### src/rtl/pipeline_ctrl_pkg.sv
// Shared types and defaults for the pipeline stall/flush scheduler.
package pipeline_ctrl_pkg;

  typedef enum logic [0:0] {
    RUN      = 1'b0,
    MEM_WAIT = 1'b1
  } ctrl_state_e;

  localparam int TIMEOUT_DEFAULT = 16;
  localparam int PERF_W_DEFAULT  = 32;

  // True when a source operand is actually read and names the given destination.
  function automatic logic reg_match(input logic used, input logic [4:0] rs, input logic [4:0] rd);
    return used && (rs == rd);
  endfunction

endpackage

### src/rtl/pipeline_ctrl_if.sv
// Control bundle between the datapath and pipeline_ctrl; master is the scheduler side.
interface pipeline_ctrl_if #(
  parameter int PERF_W = 32
);
  logic [4:0]        rs1_ID;
  logic [4:0]        rs2_ID;
  logic              uses_rs1_ID;
  logic              uses_rs2_ID;
  logic              mem_read_EX;
  logic [4:0]        RD_EX;
  logic              mem_read_MEM;
  logic              mem_write_MEM;
  logic              Branch_MEM;
  logic              ZERO_MEM;
  logic              dmem_ready;
  logic              dmem_req;
  logic              pc_write;
  logic              if_id_write;
  logic              id_ex_write;
  logic              ex_mem_write;
  logic              mem_wb_write;
  logic              if_id_flush;
  logic              id_ex_flush;
  logic              ex_mem_flush;
  logic              mem_wb_flush;
  logic              pc_src;
  logic              dmem_err;
  logic [PERF_W-1:0] stall_cycles;
  logic [PERF_W-1:0] flush_events;

  modport master (
    input  rs1_ID, rs2_ID, uses_rs1_ID, uses_rs2_ID, mem_read_EX, RD_EX,
           mem_read_MEM, mem_write_MEM, Branch_MEM, ZERO_MEM, dmem_ready,
    output dmem_req, pc_write, if_id_write, id_ex_write, ex_mem_write, mem_wb_write,
           if_id_flush, id_ex_flush, ex_mem_flush, mem_wb_flush, pc_src, dmem_err,
           stall_cycles, flush_events
  );

  modport slave (
    output rs1_ID, rs2_ID, uses_rs1_ID, uses_rs2_ID, mem_read_EX, RD_EX,
           mem_read_MEM, mem_write_MEM, Branch_MEM, ZERO_MEM, dmem_ready,
    input  dmem_req, pc_write, if_id_write, id_ex_write, ex_mem_write, mem_wb_write,
           if_id_flush, id_ex_flush, ex_mem_flush, mem_wb_flush, pc_src, dmem_err,
           stall_cycles, flush_events
  );
endinterface

### src/rtl/pipeline_ctrl_hazard_detect.sv
// Purely combinational load-use detection between the load in EX and the consumer in ID.
module pipe_hazard_detect
  import pipeline_ctrl_pkg::*;
(
  input  logic [4:0] rs1_ID,
  input  logic [4:0] rs2_ID,
  input  logic       uses_rs1_ID,
  input  logic       uses_rs2_ID,
  input  logic       mem_read_EX,
  input  logic [4:0] RD_EX,
  output logic       load_use
);

  // x0 is hardwired to zero, so a load targeting it never creates a dependency.
  assign load_use = mem_read_EX && (RD_EX != 5'd0) &&
                    (reg_match(uses_rs1_ID, rs1_ID, RD_EX) ||
                     reg_match(uses_rs2_ID, rs2_ID, RD_EX));

endmodule

### src/rtl/pipeline_ctrl.sv
// Stall/flush scheduler for the 5-stage pipeline: memory wait states, load-use and MEM branches.
// Optional performance counters are built when PIPELINE_CTRL_PERF_EN is defined.
module pipeline_ctrl
  import pipeline_ctrl_pkg::*;
#(
  parameter int TIMEOUT = TIMEOUT_DEFAULT,
  parameter int PERF_W  = PERF_W_DEFAULT
) (
  input  logic                    clk,
  input  logic                    reset_n,
  pipeline_ctrl_if.master         ctrl
);

  localparam int CNT_W = $clog2(TIMEOUT) + 1;

  ctrl_state_e      state, state_next;
  logic [CNT_W-1:0] wait_cnt, wait_cnt_next;
  logic             dmem_err_q;

  logic mem_acc, timeout_hit, mem_stall, branch_taken, load_use;
  logic dmem_req_c, pc_write_c, if_id_write_c, id_ex_write_c, ex_mem_write_c, mem_wb_write_c;
  logic if_id_flush_c, id_ex_flush_c, ex_mem_flush_c, mem_wb_flush_c, pc_src_c;

  pipe_hazard_detect u_hazard (
    .rs1_ID      (ctrl.rs1_ID),
    .rs2_ID      (ctrl.rs2_ID),
    .uses_rs1_ID (ctrl.uses_rs1_ID),
    .uses_rs2_ID (ctrl.uses_rs2_ID),
    .mem_read_EX (ctrl.mem_read_EX),
    .RD_EX       (ctrl.RD_EX),
    .load_use    (load_use)
  );

  assign mem_acc      = ctrl.mem_read_MEM | ctrl.mem_write_MEM;
  assign timeout_hit  = (state == MEM_WAIT) && (wait_cnt == CNT_W'(TIMEOUT - 1));
  assign mem_stall    = mem_acc & ~ctrl.dmem_ready & ~timeout_hit;
  assign branch_taken = ctrl.Branch_MEM & ctrl.ZERO_MEM;

  always_ff @(posedge clk or negedge reset_n) begin
    if (!reset_n) begin
      state      <= RUN;
      wait_cnt   <= '0;
      dmem_err_q <= 1'b0;
    end else begin
      state      <= state_next;
      wait_cnt   <= wait_cnt_next;
      dmem_err_q <= dmem_err_q | timeout_hit;
    end
  end

  // Priority: memory stall freezes everything, then a taken branch wins over load-use.
  always_comb begin
    state_next     = state;
    wait_cnt_next  = wait_cnt;
    dmem_req_c     = 1'b0;
    pc_write_c     = 1'b0;
    if_id_write_c  = 1'b0;
    id_ex_write_c  = 1'b0;
    ex_mem_write_c = 1'b0;
    mem_wb_write_c = 1'b0;
    if_id_flush_c  = 1'b0;
    id_ex_flush_c  = 1'b0;
    ex_mem_flush_c = 1'b0;
    mem_wb_flush_c = 1'b0;
    pc_src_c       = 1'b0;
    if (reset_n) begin
      dmem_req_c = mem_acc;
      if (mem_stall) begin
        mem_wb_flush_c = 1'b1;
        state_next     = MEM_WAIT;
        wait_cnt_next  = wait_cnt + 1'b1;
      end else begin
        state_next     = RUN;
        wait_cnt_next  = '0;
        pc_write_c     = 1'b1;
        if_id_write_c  = 1'b1;
        id_ex_write_c  = 1'b1;
        ex_mem_write_c = 1'b1;
        mem_wb_write_c = 1'b1;
        if (branch_taken) begin
          pc_src_c       = 1'b1;
          if_id_flush_c  = 1'b1;
          id_ex_flush_c  = 1'b1;
          ex_mem_flush_c = 1'b1;
        end else if (load_use) begin
          pc_write_c    = 1'b0;
          if_id_write_c = 1'b0;
          id_ex_flush_c = 1'b1;
        end
      end
    end
  end

  assign ctrl.dmem_req     = dmem_req_c;
  assign ctrl.pc_write     = pc_write_c;
  assign ctrl.if_id_write  = if_id_write_c;
  assign ctrl.id_ex_write  = id_ex_write_c;
  assign ctrl.ex_mem_write = ex_mem_write_c;
  assign ctrl.mem_wb_write = mem_wb_write_c;
  assign ctrl.if_id_flush  = if_id_flush_c;
  assign ctrl.id_ex_flush  = id_ex_flush_c;
  assign ctrl.ex_mem_flush = ex_mem_flush_c;
  assign ctrl.mem_wb_flush = mem_wb_flush_c;
  assign ctrl.pc_src       = pc_src_c;
  assign ctrl.dmem_err     = dmem_err_q;

`ifdef PIPELINE_CTRL_PERF_EN
  logic [PERF_W-1:0] stall_cnt, flush_cnt;

  // Both counters stick at all-ones rather than wrapping.
  always_ff @(posedge clk or negedge reset_n) begin
    if (!reset_n) begin
      stall_cnt <= '0;
      flush_cnt <= '0;
    end else begin
      if ((!pc_write_c || mem_stall) && (stall_cnt != '1))
        stall_cnt <= stall_cnt + 1'b1;
      if (pc_src_c && (flush_cnt != '1))
        flush_cnt <= flush_cnt + 1'b1;
    end
  end

  assign ctrl.stall_cycles = stall_cnt;
  assign ctrl.flush_events = flush_cnt;
`else
  assign ctrl.stall_cycles = '0;
  assign ctrl.flush_events = '0;
`endif

endmodule

### src/flat_wrapper.sv
// flat-port wrapper written by rule: the top's interface ports become plain ports
module pipeline_ctrl_flat import pipeline_ctrl_pkg::*;
#(
  parameter int TIMEOUT = TIMEOUT_DEFAULT,
  parameter int PERF_W  = PERF_W_DEFAULT
)
  (clk, reset_n, ctrl_rs1_ID, ctrl_rs2_ID, ctrl_uses_rs1_ID, ctrl_uses_rs2_ID, ctrl_mem_read_EX, ctrl_RD_EX, ctrl_mem_read_MEM, ctrl_mem_write_MEM, ctrl_Branch_MEM, ctrl_ZERO_MEM, ctrl_dmem_ready, ctrl_dmem_req, ctrl_pc_write, ctrl_if_id_write, ctrl_id_ex_write, ctrl_ex_mem_write, ctrl_mem_wb_write, ctrl_if_id_flush, ctrl_id_ex_flush, ctrl_ex_mem_flush, ctrl_mem_wb_flush, ctrl_pc_src, ctrl_dmem_err, ctrl_stall_cycles, ctrl_flush_events);
  pipeline_ctrl_if #(.PERF_W(PERF_W)) ctrl_i ();
  input  logic clk;
  input  logic reset_n;
  input wire logic [$bits(ctrl_i.rs1_ID)-1:0] ctrl_rs1_ID;
  input wire logic [$bits(ctrl_i.rs2_ID)-1:0] ctrl_rs2_ID;
  input wire logic [$bits(ctrl_i.uses_rs1_ID)-1:0] ctrl_uses_rs1_ID;
  input wire logic [$bits(ctrl_i.uses_rs2_ID)-1:0] ctrl_uses_rs2_ID;
  input wire logic [$bits(ctrl_i.mem_read_EX)-1:0] ctrl_mem_read_EX;
  input wire logic [$bits(ctrl_i.RD_EX)-1:0] ctrl_RD_EX;
  input wire logic [$bits(ctrl_i.mem_read_MEM)-1:0] ctrl_mem_read_MEM;
  input wire logic [$bits(ctrl_i.mem_write_MEM)-1:0] ctrl_mem_write_MEM;
  input wire logic [$bits(ctrl_i.Branch_MEM)-1:0] ctrl_Branch_MEM;
  input wire logic [$bits(ctrl_i.ZERO_MEM)-1:0] ctrl_ZERO_MEM;
  input wire logic [$bits(ctrl_i.dmem_ready)-1:0] ctrl_dmem_ready;
  output wire logic [$bits(ctrl_i.dmem_req)-1:0] ctrl_dmem_req;
  output wire logic [$bits(ctrl_i.pc_write)-1:0] ctrl_pc_write;
  output wire logic [$bits(ctrl_i.if_id_write)-1:0] ctrl_if_id_write;
  output wire logic [$bits(ctrl_i.id_ex_write)-1:0] ctrl_id_ex_write;
  output wire logic [$bits(ctrl_i.ex_mem_write)-1:0] ctrl_ex_mem_write;
  output wire logic [$bits(ctrl_i.mem_wb_write)-1:0] ctrl_mem_wb_write;
  output wire logic [$bits(ctrl_i.if_id_flush)-1:0] ctrl_if_id_flush;
  output wire logic [$bits(ctrl_i.id_ex_flush)-1:0] ctrl_id_ex_flush;
  output wire logic [$bits(ctrl_i.ex_mem_flush)-1:0] ctrl_ex_mem_flush;
  output wire logic [$bits(ctrl_i.mem_wb_flush)-1:0] ctrl_mem_wb_flush;
  output wire logic [$bits(ctrl_i.pc_src)-1:0] ctrl_pc_src;
  output wire logic [$bits(ctrl_i.dmem_err)-1:0] ctrl_dmem_err;
  output wire logic [$bits(ctrl_i.stall_cycles)-1:0] ctrl_stall_cycles;
  output wire logic [$bits(ctrl_i.flush_events)-1:0] ctrl_flush_events;
  assign ctrl_i.rs1_ID = ctrl_rs1_ID;
  assign ctrl_i.rs2_ID = ctrl_rs2_ID;
  assign ctrl_i.uses_rs1_ID = ctrl_uses_rs1_ID;
  assign ctrl_i.uses_rs2_ID = ctrl_uses_rs2_ID;
  assign ctrl_i.mem_read_EX = ctrl_mem_read_EX;
  assign ctrl_i.RD_EX = ctrl_RD_EX;
  assign ctrl_i.mem_read_MEM = ctrl_mem_read_MEM;
  assign ctrl_i.mem_write_MEM = ctrl_mem_write_MEM;
  assign ctrl_i.Branch_MEM = ctrl_Branch_MEM;
  assign ctrl_i.ZERO_MEM = ctrl_ZERO_MEM;
  assign ctrl_i.dmem_ready = ctrl_dmem_ready;
  assign ctrl_dmem_req = ctrl_i.dmem_req;
  assign ctrl_pc_write = ctrl_i.pc_write;
  assign ctrl_if_id_write = ctrl_i.if_id_write;
  assign ctrl_id_ex_write = ctrl_i.id_ex_write;
  assign ctrl_ex_mem_write = ctrl_i.ex_mem_write;
  assign ctrl_mem_wb_write = ctrl_i.mem_wb_write;
  assign ctrl_if_id_flush = ctrl_i.if_id_flush;
  assign ctrl_id_ex_flush = ctrl_i.id_ex_flush;
  assign ctrl_ex_mem_flush = ctrl_i.ex_mem_flush;
  assign ctrl_mem_wb_flush = ctrl_i.mem_wb_flush;
  assign ctrl_pc_src = ctrl_i.pc_src;
  assign ctrl_dmem_err = ctrl_i.dmem_err;
  assign ctrl_stall_cycles = ctrl_i.stall_cycles;
  assign ctrl_flush_events = ctrl_i.flush_events;
  pipeline_ctrl #(.TIMEOUT(TIMEOUT), .PERF_W(PERF_W)) u_core (.clk(clk), .reset_n(reset_n), .ctrl(ctrl_i));
endmodule
### config.mk
export PLATFORM = sky130hd
export DESIGN_NAME = pipeline_ctrl_flat
export DESIGN_NICKNAME = d
export VERILOG_FILES = /design/src/rtl/pipeline_ctrl_pkg.sv /design/src/rtl/pipeline_ctrl_if.sv /design/src/rtl/pipeline_ctrl_hazard_detect.sv /design/src/rtl/pipeline_ctrl.sv /design/src/flat_wrapper.sv
export SDC_FILE = /design/constraint.sdc
export NUM_CORES = 1
export LEC_CHECK = 0
export ABC_CLOCK_PERIOD_IN_PS = 2850
export CAP_MARGIN = 30
export CORE_MARGIN = 1.5
export CORE_UTILIZATION = 50
export DETAILED_ROUTE_END_ITERATION = 10
export DONT_BUFFER_PORTS = 1
export GPL_TIMING_DRIVEN = 0
export PLACE_DENSITY_LB_ADDON = 0.2
export SYNTH_ARGS = -nofsm -noshare
export SYNTH_HDL_FRONTEND = slang
export SYNTH_SLANG_ARGS = --single-unit
### constraint.sdc
create_clock -name clk -period 2.85 [get_ports clk]
set_input_delay 0 -clock clk [delete_from_list [all_inputs] [get_ports clk]]
set_output_delay 0 -clock clk [all_outputs]
set_load 0.01 [all_outputs]
==> results.cfg, run 1 <==
[run_status]
status = finished clean

[worst_hold_path]
hold_critical_path_depth = 3
worst_hold_path_type = primary input to register
holdPathEnd = u_core.wait_cnt[3]$_DFFE_PN0P_
min-delay-start = ctrl_dmem_ready

[yosys]
synthMostInstantiatedCell = sky130_fd_sc_hd__buf_4
sequential_fraction_of_the_synthesis_area_pct = 16.8
mappedNetlistArea_mm2 = 0.00104
synth.yosys.warnings = 0
synthDominantAreaCellType = sky130_fd_sc_hd__buf_4
asyncSetResetFlopFracSynth_pct = 100
yosysTopAreaCellShare_pct = 49.6
synth_area_per_cell_um2 = 8.09
ys_top_cells_by_count = 69 x sky130_fd_sc_hd__buf_4, 8 x sky130_fd_sc_hd__xor2_1, 7 x sky130_fd_sc_hd__dfrtp_1
post_synth_main_area_contributors = sky130_fd_sc_hd__buf_4 50%, sky130_fd_sc_hd__dfrtp_1 17%, sky130_fd_sc_hd__xor2_1 6.7%
synthDistinctLibCells = 26
synth-edff-count = 0
yosys_register_bits = 7
ys.flop_type = sky130_fd_sc_hd__dfrtp_1
synth_cells = 129

[drt]
dr_total_vias = 855
drt_pre_antenna_iters = 4
post-route-drc-count = 0
drt_iter0_drc = 21
routed_wire_length_per_instance_um = 8.88
vias_per_cell = 3.80
postRouteAntennaNets = 0
routed_wl_mm = 2.00

[worst_setup_path]
cp-end-kind = output port
reg2regPathDepth = 7
crit_chain = ha_1, and3_1, ha_1, o2bb2ai_1, or2_2, nand3_1, inv_1, buf_4
crit_fanout = 5
timing.critical_path.mode_cell = sky130_fd_sc_hd__ha_1
critPathRequiredTime_ns = 2.85
crit_arrival_ns = 2.17
timing.critical_path.from_type = register
worst_path_max_delay_cell = sky130_fd_sc_hd__dfrtp_1
timing.reg2reg.setup_slack_ns = 0.83
timing.rr.start = u_core.wait_cnt[0]$_DFFE_PN0P_
critical_path_class = register to output port
reg_to_reg_critical_path_endpoint = u_core.wait_cnt[4]$_DFFE_PN0P_
max_stage_delay_ns = 0.40

[finish]
design.final.nets = 226
areaGrowthSynthToFinish_pct = 30.3
fin_area_mm2 = 0.00136
ant_diodes = 0
post_route_cells_drive_above_1_share_pct = 37.4

[timing]
final-setup-viol-count = 0
slew_violations = 0
period_utilization_pct = 76.1
post_layout_minimum_cycle_time_ns = 2.17
timing.hold.ws_ns = 0.0413
timing_hold_violations_final = 0
grt_setup_unrepaired = false
setup_ws_ns = 0.682
final_clock_skew_ns = 0.00485
achievable-frequency_mhz = 461
setup_total_negative_slack_ns = 0

[clock_tree]
clk_pin_slew_worst_setup_hold_paths_ns = 0.05
cts.root.buffer_cell = sky130_fd_sc_hd__clkbuf_4
max_buffers_root_to_sink = 2
tritoncts_num_sinks = 7
cts_tree = yes
insertion_delay_ns = 0.25
numCtsBuffers = 3
post_cts.resized_instances = 0
cts-htree-levels = 1

[pwr]
p_leak_nw = 0.856
vdd_drop_max_mv = 0.185
p_per_area_mw_per_mm2 = 262

[grt]
grt.met1_usage_pct = 15.3
global_route.peak_usage_layer = met2
grt_antenna_before_repair = 0
use_met3_pct = 3.09
grt_pass1_vias = 771
largest_net_degree_at_the_start_of_global_routing = 11
overflow = 0
global_route_wire_length_before_repair_mm = 3.10
grt_use_total_pct = 16.1
grt.met2_usage_pct = 33.8

[place]
port_buffers = 0
globalplace.congestion = 0.715
place_hpwl_mm = 1.77
placement.setup.worst_slack_ns = 0.853
dpl-instance-area_mm2 = 0.00131

[floorplanning]
die-area_mm2 = 0.00237
ioPinCount = 101
die_h_um = 48.7
dieWidth_um = 48.7
start_util_pct = 53.2
placement_rows = 16
placeableCoreArea_mm2 = 0.00196

[run]
timing.max_cap.violations = 0
[per-layer routing]
layer  wire length, um  vias to the layer above
met2              1140                       66
met4                 0                        0
li1                  -                      423
met3               224                        0
met1               638                      366
met5                 0                        -
[flip-flops by register name, summed over array words and instances (netlist names)]
| name | cells |
|---|---|
| u_core.state | 1 |
| u_core.ctrl.dmem_err | 1 |
| u_core.wait_cnt | 5 |
[metrics by stage]
step	total power [mW]	std cells	util (%)
2_1_floorplan	0.251	192	-
3_3_place_gp	0.257	219	67.0
3_5_place_dp	0.259	219	67.0
4_1_cts	0.355	225	69.3
5_1_grt	0.381	225	69.3
6_report	0.356	225	69.3
[worst max-delay path by stage]
stage / start / endpoint / cells after the start
after floorplan: u_core.wait_cnt[0]$_DFFE_PN0P_ / u_core.wait_cnt[4]$_DFFE_PN0P_ / 7
after global placement: u_core.wait_cnt[0]$_DFFE_PN0P_ / u_core.wait_cnt[4]$_DFFE_PN0P_ / 7
after detailed placement: u_core.wait_cnt[0]$_DFFE_PN0P_ / u_core.wait_cnt[4]$_DFFE_PN0P_ / 7
after CTS: u_core.wait_cnt[0]$_DFFE_PN0P_ / ctrl_if_id_flush / 8
after global routing: u_core.wait_cnt[0]$_DFFE_PN0P_ / ctrl_if_id_flush / 8
final: u_core.wait_cnt[0]$_DFFE_PN0P_ / ctrl_if_id_flush / 8
[cells in the final DEF, fill, tap and decap left out]
cell	netlist	routed
sky130_fd_sc_hd__or4_1	1	1
sky130_fd_sc_hd__a32oi_1	1	1
sky130_fd_sc_hd__a21o_1	1	1
sky130_fd_sc_hd__o31ai_1	3	3
sky130_fd_sc_hd__and3_1	1	1
sky130_fd_sc_hd__buf_4	69	69
sky130_fd_sc_hd__nor4_1	1	1
sky130_fd_sc_hd__mux2i_1	1	1
sky130_fd_sc_hd__clkbuf_1	1	2
sky130_fd_sc_hd__clkbuf_4	0	3
sky130_fd_sc_hd__nand3_1	3	3
sky130_fd_sc_hd__ha_1	2	2
sky130_fd_sc_hd__nand2_1	4	4
sky130_fd_sc_hd__nor3b_1	1	1
sky130_fd_sc_hd__o311a_1	1	1
sky130_fd_sc_hd__o2bb2ai_1	2	2
sky130_fd_sc_hd__nor4_2	1	1
sky130_fd_sc_hd__xor2_1	8	8
sky130_fd_sc_hd__or2_2	1	1
sky130_fd_sc_hd__or3_1	1	1
sky130_fd_sc_hd__inv_1	6	6
sky130_fd_sc_hd__xnor2_1	2	2
sky130_fd_sc_hd__dfrtp_1	7	7
sky130_fd_sc_hd__o21ai_0	5	5
sky130_fd_sc_hd__and2_0	2	2
sky130_fd_sc_hd__dlygate4sd3_1	0	2
sky130_fd_sc_hd__nor2_1	3	3
sky130_fd_sc_hd__conb_1	1	64
[critical path: cells and delay by family (launching register included)]
kind | cells | cell delay [ns]
compound gates | 1 | 0.17
flops | 1 | 0.40
fa+ha+maj | 2 | 0.43
buf+inv | 2 | 0.26
simple gates | 3 | 0.66
[cell families after synthesis]
family          count (synthesis)  synth area share [%]
mux                             1                 0.959
compound gates                 13                  8.75
other cells                     1                 0.359
simple gates                   19                  10.2
buf+inv                        76                  52.2
flops                           7                  16.8
xor+xnor                       10                  8.39
fa+ha+maj                       2                  2.40
[power breakdown]
| group | internal, mW | total (mW) | switching, mW | leakage, nW |
|---|---|---|---|---|
| clock | 0.0533 | 0.0883 | 0.0350 | 0.0150 |
| combinational | 0.0798 | 0.160 | 0.0797 | 0.746 |
| sequential | 0.104 | 0.108 | 0.00411 | 0.0947 |
| total | 0.237 | 0.356 | 0.119 | 0.856 |
[final cells by class]
| class | instances | area [um2] |
|---|---|---|
| Timing Repair Buffer | 2 | 20.0 |
| Inverter | 6 | 22.5 |
| Clock buffer | 4 | 26.3 |
| Buffer | 70 | 522 |
| Tap cell | 27 | 33.8 |
| Multi-Input combinational cell | 109 | 561 |
| Sequential cell | 7 | 175 |
| Fill cell | 179 | 602 |
[timing repair]
| action | CTS | global route |
|---|---|---|
| buffers inserted | 0 | 0 |
| hold endpoints to repair | 9 | 0 |
| hold buffers | 2 | 0 |
No activity file was read; power rests on OpenSTA's default activity.
==> inputs of run 2 (changes only) <==
- ABC_CLOCK_PERIOD_IN_PS: 2850 -> 2029
- clock period: 2.85 -> 2.03 ns (I/O delays scaled with it)
==> results.cfg, run 2 (synthesis results as in run 1) <==
[run_status]
status = finished clean

[floorplanning]
ioPinCount = 101
die_h_um = 48.7
dieWidth_um = 48.7
placeableCoreArea_mm2 = 0.00196
die-area_mm2 = 0.00237
start_util_pct = 53.2
placement_rows = 16

[worst_setup_path]
cp-end-kind = output port
crit_arrival_ns = 1.96
timing.critical_path.from_type = register
timing.reg2reg.setup_slack_ns = 0.15
crit_fanout = 5
critPathRequiredTime_ns = 2.03
critical_path_class = register to output port

[clock_tree]
cts_tree = yes
clk_pin_slew_worst_setup_hold_paths_ns = 0.06
cts-htree-levels = 1
cts.root.buffer_cell = sky130_fd_sc_hd__clkbuf_4
numCtsBuffers = 3
insertion_delay_ns = 0.25
max_buffers_root_to_sink = 2
tritoncts_num_sinks = 7

[finish]
finalNonFillerCells = 229
layout.cells.most_common_list = 73 x sky130_fd_sc_hd__buf_4, 64 x sky130_fd_sc_hd__conb_1, 8 x sky130_fd_sc_hd__xor2_1, 7 x sky130_fd_sc_hd__dfrtp_1, 5 x sky130_fd_sc_hd__o21ai_0
registers.top_by_ff_count = u_core.wait_cnt
largest_register_ff_count = 5
fin_area_mm2 = 0.00145
mostFrequentLayoutCell = sky130_fd_sc_hd__buf_4
final_layout_fill_cell_count = 165
areaGrowthSynthToFinish_pct = 38.8
layout.core_utilization_pct = 73.9
post_route_cells_drive_above_1_share_pct = 43.1
ant_diodes = 0
design.final.nets = 230

[drt]
vias_per_cell = 3.81
postRouteAntennaNets = 0
post-route-drc-count = 0
dr_total_vias = 873
routed_wl_mm = 2.18
drt_pre_antenna_iters = 4
routed_wire_length_per_instance_um = 9.51
drt_iter0_drc = 16

[grt]
largest_net_degree_at_the_start_of_global_routing = 11
overflow = 0
grt_pass1_vias = 792
grt_antenna_before_repair = 0
grt_use_total_pct = 16.5
global_route_wire_length_before_repair_mm = 3.19

[pwr]
comb_power_share_pct = 46.8
vdd_drop_max_mv = 0.279
share_clk_of_total_power_pct = 24.1
netSwitchingPower_uw = 178
power.switching_fraction_pct = 34.0
power_frac_seq_pct = 29.1
p_leak_nw = 0.884
internal_power_uw = 345
p_per_area_mw_per_mm2 = 361

[worst_hold_path]
worst_hold_path_type = primary input to register

[place]
post-place-cells = 219
placement.setup.worst_slack_ns = 0.0332
dpl-instance-area_mm2 = 0.00131
globalplace.congestion = 0.715
place_hpwl_mm = 1.77
port_buffers = 0

[timing]
setup_total_negative_slack_ns = 0
timing_hold_violations_final = 0
achievable-frequency_mhz = 509
slew_violations = 0
tightestPinTransition_ns = 0.578
maxSlewHeadroom_pct = 61.1
setup_ws_ns = 0.0669
period_utilization_pct = 96.7
post_layout_minimum_cycle_time_ns = 1.96
final-setup-viol-count = 0
final_clock_skew_ns = 0.00915

[run]
timing.max_cap.violations = 0
## run 2: per-stage QoR
step	hold WS (ns)	power (mW)
6_report	0.0798	0.523
4_1_cts	0.0170	0.503
3_5_place_dp	-0.295	0.363
2_1_floorplan	-0.296	0.353
5_1_grt	0.120	0.561
3_3_place_gp	-0.295	0.361
## run 2: worst paths after layout
check / from / end / cells past startpoint
max in group asynchronous: reset_n / u_core.ctrl.dmem_err$_DFF_PN0_ / 1
worst max register to register: u_core.wait_cnt[1]$_DFFE_PN0P_ / u_core.wait_cnt[4]$_DFFE_PN0P_ / 7
worst max-delay path: u_core.wait_cnt[1]$_DFFE_PN0P_ / ctrl_pc_write / 7
worst min register to register: u_core.wait_cnt[3]$_DFFE_PN0P_ / u_core.wait_cnt[3]$_DFFE_PN0P_ / 1
min in group asynchronous: reset_n / u_core.wait_cnt[3]$_DFFE_PN0P_ / 1
worst min-delay path: ctrl_dmem_ready / u_core.wait_cnt[3]$_DFFE_PN0P_ / 3
## run 2: cell type report
class	count	area (um2)	share of cell area [%]
repair buffers	6	50.0	3.45
clock buffers	4	26.3	1.81
flip-flops and latches	7	175	12.1
plain buffers	70	522	36.0
multi-input cells	109	619	42.7
well taps	27	33.8	2.33
inverters	6	22.5	1.55
## run 2: worst max-delay path: stages, from the launching register on
cell	delay (ns)
sky130_fd_sc_hd__dfrtp_1	0.40
sky130_fd_sc_hd__ha_2	0.20
sky130_fd_sc_hd__and3_1	0.18
sky130_fd_sc_hd__ha_2	0.18
sky130_fd_sc_hd__o2bb2ai_2	0.15
sky130_fd_sc_hd__or2_4	0.31
sky130_fd_sc_hd__o311a_4	0.16
sky130_fd_sc_hd__buf_4	0.15
## run 2: power groups by stage
stage,logic (mW),clock network [mW],registers [mW]
after floorplan,0.200,0,0.153
after global placement,0.207,0,0.154
after detailed placement,0.209,0,0.154
after CTS,0.221,0.130,0.152
after global routing,0.265,0.143,0.153
final,0.245,0.126,0.152
## run 2: routing by layer
metal  track usage [%]  up-vias  wire, um
met5                 0        -         0
met4              2.86        0         0
met3              4.01        0       204
met2              35.4       62      1270
met1              15.3      381       701
li1                  -      430         -
## run 2: timing repair
action,4_1_cts,5_1_grt
setup buffers,1,3
pin swaps,0,2
endpoints found under the setup margin,6,6
cloned,0,0
gates resized for setup,3,10
endpoints found under the hold margin,9,0
hold buffers,2,0
==> inputs of run 3 (changes only) <==
- CORE_UTILIZATION: 50 -> 55
==> results.cfg, run 3 (synthesis results as in run 1) <==
[pwr]
power_frac_seq_pct = 29.1
p_per_area_mw_per_mm2 = 359
vdd_drop_max_mv = 0.432
share_clk_of_total_power_pct = 24.2
power.switching_fraction_pct = 35.2
netSwitchingPower_uw = 185
fin_total_pwr_uw = 525
p_leak_nw = 0.880
comb_power_share_pct = 46.7
internal_power_uw = 340

[floorplanning]
placeableCoreArea_mm2 = 0.00175
die_h_um = 46.6
dieWidth_um = 46.6
ioPinCount = 101
die-area_mm2 = 0.00217
placement_rows = 15
start_util_pct = 59.8

[place]
port_buffers = 0
globalplace.congestion = 0.676
place_hpwl_mm = 1.84

[timing]
setup_total_negative_slack_ns = 0
grt_setup_unrepaired = false
tightestPinTransition_ns = 0.580
period_utilization_pct = 95.7
slew_violations = 0
post_layout_minimum_cycle_time_ns = 1.94
final_clock_skew_ns = 0.00489
achievable-frequency_mhz = 515
timing_hold_violations_final = 0
maxSlewHeadroom_pct = 61.3
final-setup-viol-count = 0

[run]
timing.max_cap.violations = 0

[clock_tree]
cts-htree-levels = 1
max_buffers_root_to_sink = 2
cts_tree = yes
tritoncts_num_sinks = 7
clk_pin_slew_worst_setup_hold_paths_ns = 0.06
insertion_delay_ns = 0.25
cts.root.buffer_cell = sky130_fd_sc_hd__clkbuf_4
numCtsBuffers = 3

[worst_setup_path]
timing.critical_path.from_type = register
critical_path_class = register to output port
worst_path_max_delay_cell = sky130_fd_sc_hd__dfrtp_1
cp-end-kind = output port
reg_to_reg_critical_path_endpoint = u_core.wait_cnt[4]$_DFFE_PN0P_
timing.rr.start = u_core.wait_cnt[1]$_DFFE_PN0P_
timing.reg2reg.setup_slack_ns = 0.20
reg2regPathDepth = 7
crit_chain = ha_2, and3_4, ha_4, o2bb2ai_4, or2_4, nand3_4, inv_2, buf_4
critical-path-top-delay-family = simple AND/OR/NAND/NOR gates
critPathRequiredTime_ns = 2.03
crit_fanout = 5
crit_arrival_ns = 1.94
max_stage_delay_ns = 0.39
worstPathBufferInverterCount = 2

[finish]
registers.top_by_ff_count = u_core.wait_cnt
design.final.nets = 228
areaGrowthSynthToFinish_pct = 40.2
largest_register_ff_count = 5
layout.cells.most_common_list = 71 x sky130_fd_sc_hd__buf_4, 64 x sky130_fd_sc_hd__conb_1, 8 x sky130_fd_sc_hd__xor2_1, 7 x sky130_fd_sc_hd__dfrtp_1, 5 x sky130_fd_sc_hd__o21ai_0
post_route_cells_drive_above_1_share_pct = 43.5
ant_diodes = 0
mostFrequentLayoutCell = sky130_fd_sc_hd__buf_4

[worst_hold_path]
min-delay-start = ctrl_dmem_ready
hold_critical_path_depth = 3
worst_hold_path_type = primary input to register
holdPathEnd = u_core.wait_cnt[3]$_DFFE_PN0P_

[grt]
grt_use_total_pct = 18.8
largest_net_degree_at_the_start_of_global_routing = 11
grt_antenna_before_repair = 0
grt_pass1_vias = 700
overflow = 0
global_route_wire_length_before_repair_mm = 2.84

[drt]
post-route-drc-count = 0
dr_total_vias = 866
routed_wl_mm = 2.27
routed_wire_length_per_instance_um = 10.1
postRouteAntennaNets = 0
drt_iter0_drc = 15
drt_pre_antenna_iters = 4
vias_per_cell = 3.85

[run_status]
status = finished clean
-- run 3: metal layers --
layer | vias to the layer above | track usage (%) | share of wire, %
met5 | - | 0 | 0
met4 | 0 | 7.43 | 0.84
met3 | 2 | 7.06 | 13
met2 | 68 | 34.7 | 55
met1 | 369 | 18.5 | 32
li1 | 427 | - | -
-- run 3: how the worst max path moves through the flow --
stage,slack [ns],from,cells past startpoint,to
after floorplan,0.17,u_core.wait_cnt[0]$_DFFE_PN0P_,7,u_core.wait_cnt[4]$_DFFE_PN0P_
after global placement,0.08,u_core.wait_cnt[0]$_DFFE_PN0P_,7,u_core.wait_cnt[4]$_DFFE_PN0P_
after detailed placement,0.05,u_core.wait_cnt[0]$_DFFE_PN0P_,7,u_core.wait_cnt[4]$_DFFE_PN0P_
after CTS,0.02,u_core.wait_cnt[0]$_DFFE_PN0P_,8,ctrl_if_id_flush
after global routing,0.006,u_core.wait_cnt[1]$_DFFE_PN0P_,8,ctrl_if_id_flush
final,0.09,u_core.wait_cnt[1]$_DFFE_PN0P_,8,ctrl_if_id_flush
-- run 3: worst register-to-register path, delay by kind of cell, from the launching register on --
family | cells | cell delay (ns)
AO/OA/AOI/OAI | 2 | 0.20
adder cells (fa/ha/maj) | 2 | 0.37
flip-flops | 1 | 0.39
AND/OR/NAND/NOR | 3 | 0.79
-- run 3: final cells by class --
class                      count  area (um2)
tap                           25        31.3
clock buffer                   3        22.5
fill                         121         283
buffer                        70         522
clock inverter                 1        5.00
inverter                       6        25.0
multi-input combinational    109         647
timing repair buffer           4        35.0
sequential                     7         175
-- run 3: power groups by stage --
| stage | logic [mW] | clock network, mW | registers, mW |
|---|---|---|---|
| after floorplan | 0.200 | 0 | 0.153 |
| after global placement | 0.207 | 0 | 0.154 |
| after detailed placement | 0.209 | 0 | 0.155 |
| after CTS | 0.227 | 0.131 | 0.152 |
| after global routing | 0.267 | 0.143 | 0.154 |
| final | 0.245 | 0.127 | 0.153 |
-- run 3: metrics by stage --
stage / worst slack (ns) / instance area, um2 / instances / hold WS, ns / util [%]
floorplan: 0.168 / 1280 / 192 / -0.296 / -
global placement: 0.0825 / 1310 / 217 / -0.295 / 75.1
detailed placement: 0.0545 / 1310 / 217 / -0.295 / 75.1
CTS: 0.0177 / 1400 / 224 / 0.0254 / 80.1
global route: 0.00627 / 1460 / 225 / 0.0324 / 83.8
finish: 0.0874 / 1460 / 225 / 0.0373 / 83.8
-- run 3: what timing repair did --
action | 4_1_cts | 5_1_grt
endpoints found under the setup margin | 7 | 7
buffers inserted | 1 | 1
gates resized for setup | 8 | 9
hold endpoints to repair | 9 | 0
hold buffers | 2 | 0
pin swaps | 0 | 2
